## config.mk

```make
export PLATFORM = sky130hd
export DESIGN_NAME = period_meter
export DESIGN_NICKNAME = d
export VERILOG_FILES = /design/src/rtl/period_meter.sv
export SDC_FILE = /design/constraint.sdc
export NUM_CORES = 1
export LEC_CHECK = 0
export CAP_MARGIN = 10
export CELL_PAD_IN_SITES_DETAIL_PLACEMENT = 1
export CELL_PAD_IN_SITES_GLOBAL_PLACEMENT = 1
export CORE_MARGIN = 3
export CORE_UTILIZATION = 39
export DETAILED_ROUTE_END_ITERATION = 6
export PLACE_DENSITY_LB_ADDON = 0.05
export REMOVE_ABC_BUFFERS = 1
export SYNTH_ARGS = -nofsm -noshare
export SYNTH_HDL_FRONTEND = slang
export SYNTH_SLANG_ARGS = --single-unit
```

## constraint.sdc

```tcl
create_clock -name clk_in -period 1.7 [get_ports clk_in]
set_input_delay 0.34 -clock clk_in [delete_from_list [all_inputs] [get_ports clk_in]]
set_output_delay 0.34 -clock clk_in [all_outputs]
set_load 0.1 [all_outputs]
```

## src/rtl/period_meter.sv

```systemverilog
// Measures the period and high time of a slow asynchronous signal in clk_in cycles.
// sig_in is synchronized, edge-detected, and timed by a single free-running count per period.
//
// state   | meaning
// --------+------------------------------------------------------------
// IDLE    | no reference rise yet (after reset or timeout); cnt held at 0
// MEASURE | counting clk_in cycles since the last synchronized rise
module period_meter #(
    parameter int CNT_W   = 32,
    parameter int TIMEOUT = 200000000
) (
    input  logic             clk_in,
    input  logic             rst,
    input  logic             sig_in,
    output logic [CNT_W-1:0] period,
    output logic [CNT_W-1:0] high_time,
    output logic             period_valid,
    output logic             timeout,
    output logic             locked
);

    typedef enum logic {
        IDLE    = 1'b0,
        MEASURE = 1'b1
    } state_t;

    localparam logic [CNT_W-1:0] LIMIT = CNT_W'(TIMEOUT);
    localparam logic [CNT_W-1:0] ONE   = CNT_W'(1);

    state_t           state;
    logic             s1;
    logic             s2;
    logic             s3;
    logic [CNT_W-1:0] cnt;
    logic [CNT_W-1:0] hi_lat;
    logic             rise;
    logic             fall;
    logic             at_limit;

    assign rise     = s2 & ~s3;
    assign fall     = ~s2 & s3;
    assign at_limit = (cnt == LIMIT);

    always_ff @(posedge clk_in) begin
        if (rst) begin
            state        <= IDLE;
            s1           <= 1'b0;
            s2           <= 1'b0;
            s3           <= 1'b0;
            cnt          <= '0;
            hi_lat       <= '0;
            period       <= '0;
            high_time    <= '0;
            period_valid <= 1'b0;
            timeout      <= 1'b0;
            locked       <= 1'b0;
        end else begin
            s1           <= sig_in;
            s2           <= s1;
            s3           <= s2;
            period_valid <= 1'b0;
            case (state)
                IDLE: begin
                    if (rise) begin
                        cnt   <= ONE;
                        state <= MEASURE;
                    end else begin
                        cnt <= '0;
                    end
                end
                MEASURE: begin
                    // a rise on the limit cycle still completes the measurement
                    if (rise) begin
                        period       <= cnt;
                        high_time    <= hi_lat;
                        period_valid <= 1'b1;
                        locked       <= 1'b1;
                        timeout      <= 1'b0;
                        cnt          <= ONE;
                    end else if (at_limit) begin
                        timeout <= 1'b1;
                        locked  <= 1'b0;
                        cnt     <= '0;
                        state   <= IDLE;
                    end else begin
                        if (fall) begin
                            hi_lat <= cnt;
                        end
                        cnt <= cnt + ONE;
                    end
                end
                default: begin
                    state <= IDLE;
                    cnt   <= '0;
                end
            endcase
        end
    end

endmodule

```

==> key figures <==
Outcome
  • Status: finished with violations
  • Failing checks: negative setup slack

Placement
  • HPWL after DPL: 8910 um
  • Gpl congestion: 0.800
  • Buffers on Ports: 69
  • Post-placement cell count: 743

Final layout
  • Most common cell after layout, fill and taps aside: dfxtp_1
  • Layout Nets: 604
  • # diodes: 0
  • Utilization after layout: 0.628
  • Area grow syn2layout: 54.7%
  • Non-filler instance count after layout: 781
  • Share of post-route cells with drive strength above 1: 0.365
  • Register Area: 2710 um^2
  • Area of the multi-input gates: 2560 um^2
  • Number of fill cells: 1299
  • Most frequent cells in the layout: 130 x dfxtp_1, 77 x buf_12, 64 x a22o_1

Worst setup path
  • Crit Path Max Fanout: 14
  • Path type of the worst setup path: register to register
  • Crit path DAT: 2220 ps
  • Worst setup SP type: register
  • Critical Path RT: 2000 ps
  • Setup crit end kind: register

GRT
  • GR Util met1: 0.252
  • First-pass GRT wire length: 24000 um
  • Largest net degree at the start of global routing: 55
  • Global route overflow: 0
  • Grt met3 use: 0.0536
  • Vias in the first global route: 4409
  • Most Crowded Layer GR: met2
  • Initial antenna violation count: 0
  • Gr usage total: 0.210
  • M2 GR Usage: 0.359

Yosys
  • Top_reg_cell synth: dfxtp_1
  • Yosys warns: 0
  • Mapped Cells: 486
  • Mapped Area: 5200 um^2
  • Seq/Total Area, Yosys: 0.519
  • Netlist cell types: 39
  • Syn_area_per_cell: 10.7 um^2
  • Flop and latch count out of synthesis: 135
  • EDFF count, synth: 0
  • Post-synth ARST share: 0

STA
  • Hold Violations, Final: 0
  • RSZ-0062 raised after global routing: yes
  • Tcrit/Tclk final: 1.13
  • PnR worst setup slack: -223 ps
  • Worst-margin pin slew: 499 ps
  • Setup TNS: -12720 ps
  • Final setup viols: 67
  • Crit path time final: 1920 ps
  • Max_slew headroom: 0.666
  • Achievable frequency: 520 MHz
  • Skew final: 8.69 ps
  • Fin. max-slew vios: 0

Clocking
  • Clock Path Buffers: 2
  • # H-tree levels: 4
  • Clock-pin slew on the worst setup and hold paths: 50 ps
  • CTS root buffer: clkbuf_16
  • Clk_lat worst skew: 420 ps
  • CTS tree: done
  • CTS Buf Count: 17
  • Clock sinks: 135

Floorplan
  • Core Area: 12800 um^2
  • Die Y: 122 um
  • Die width: 122 um
  • Initial Utilization: 0.406
  • Ports: 70
  • Die ar.: 14800 um^2
  • Cell Rows: 41

Power
  • Pwr Density: 854 nW/um^2
  • Max VDD drop: 0.000758 V
  • Leak Pwr: 2.94 nW

Detailed routing
  • WL per Instance: 18.6 um
  • DRC viols: 0
  • Vias per Instance: 5.16
  • DR vias: 4027
  • TritonRoute pass-1 iters: 5
  • Total Wirelength: 14500 um
  • Initial DRC count: 292
  • Routed Antenna Nets: 0

Job
  • Max-cap violations: 0

Hold path
  • Worst hold-check path type: primary input to register
[cells by family after synthesis]
group | share of synthesized area
simple gates | 0.193
flops | 0.519
compound gates | 0.126
buf+inv | 0.0522
mux | 0.0616
xor+xnor | 0.0438
fa+ha+maj | 0.00481
[cell type report]
class / instances / area share
Multi-Input combinational cell: 305 / 0.318
Tap cell: 172 / 0.0267
Sequential cell: 135 / 0.337
Inverter: 6 / 0.00280
Clock inverter: 3 / 0.00498
Timing Repair Buffer: 134 / 0.246
Clock buffer: 26 / 0.0645
[registers in the layout (all words and copies together), names as in the netlist]
register,flops
cnt,32
timeout,1
state,1
period,32
s3,1
period_valid,1
hi_lat,32
locked,1
s2,1
s1,1
high_time,32
[what timing repair did]
item	in CTS	in global routing
setup buffers	8	5
hold endpoints to repair	0	0
gates cloned	3	0
endpoints found under the setup margin	65	129
pin swaps	16	18
hold buffers	0	0
gates resized for setup	30	62
[worst max-delay path, cell delays in order, from the launching register on]
cell,delay (ps)
dfxtp_1,330
nor4_2,350
nand4_1,260
o31ai_4,350
buf_6,150
nor3b_4,60
buf_12,170
mux2i_1,120
[power by group]
part | internal, mW | switching, mW
clock network | 2.21 | 1.30
logic | 0.0773 | 0.106
registers | 3.17 | 0.00624
[metal layers]
layer	vias to the layer above	wire, um
met3	26	456
met1	2019	6170
li1	1909	-
met5	-	0
met2	73	7610
met4	0	302
[synth_stat cells, types with 2 or more instances]
library cell | instances | area share
a22o_1 | 64 | 0.11
nor2_1 | 34 | 0.025
nor3b_1 | 2 | 0.0029
mux2i_1 | 32 | 0.062
clkbuf_1 | 18 | 0.013
nor4_1 | 2 | 0.0024
nor4_2 | 2 | 0.0048
xor2_1 | 22 | 0.037
and3_1 | 5 | 0.0060
buf_4 | 6 | 0.0087
buf_1 | 6 | 0.0043
inv_1 | 6 | 0.0043
ha_1 | 2 | 0.0048
and4_1 | 2 | 0.0034
buf_12 | 3 | 0.012
buf_6 | 3 | 0.0065
o21ai_0 | 4 | 0.0038
nand2b_1 | 63 | 0.076
o21a_1 | 2 | 0.0029
xnor2_1 | 4 | 0.0067
or3_1 | 5 | 0.0060
nand2_1 | 8 | 0.0058
buf_2 | 4 | 0.0038
nor2b_1 | 5 | 0.0060
dfxtp_1 | 135 | 0.52
or2b_1 | 3 | 0.0043
nand3_1 | 13 | 0.013
a21oi_1 | 6 | 0.0058
nand4_1 | 15 | 0.018
[metrics by stage]
| step | power (mW) | setup slack (ps) | cell area, um^2 | hold slack, ps |
|---|---|---|---|---|
| floorplan | 3.31 | -3140 | 4950 | 409 |
| global placement | 3.38 | -87.1 | 7060 | 454 |
| detailed placement | 3.39 | -267 | 7060 | 464 |
| CTS | 6.92 | -113 | 7870 | 275 |
| global route | 7.08 | -306 | 8050 | 291 |
| finish | 6.87 | -223 | 8050 | 294 |
[path summary, 6_finish.rpt]
path / startpoint / end / slack [ps] / cells after the start
setup / recovery: cnt[6] / hi_lat[7] / -220 / 7
hold / removal: rst / state / 290 / 2
setup reg to reg: cnt[6] / hi_lat[7] / -220 / 7
hold reg to reg: hi_lat[11] / hi_lat[11] / 470 / 2
Power figures use the tool's default switching activity.
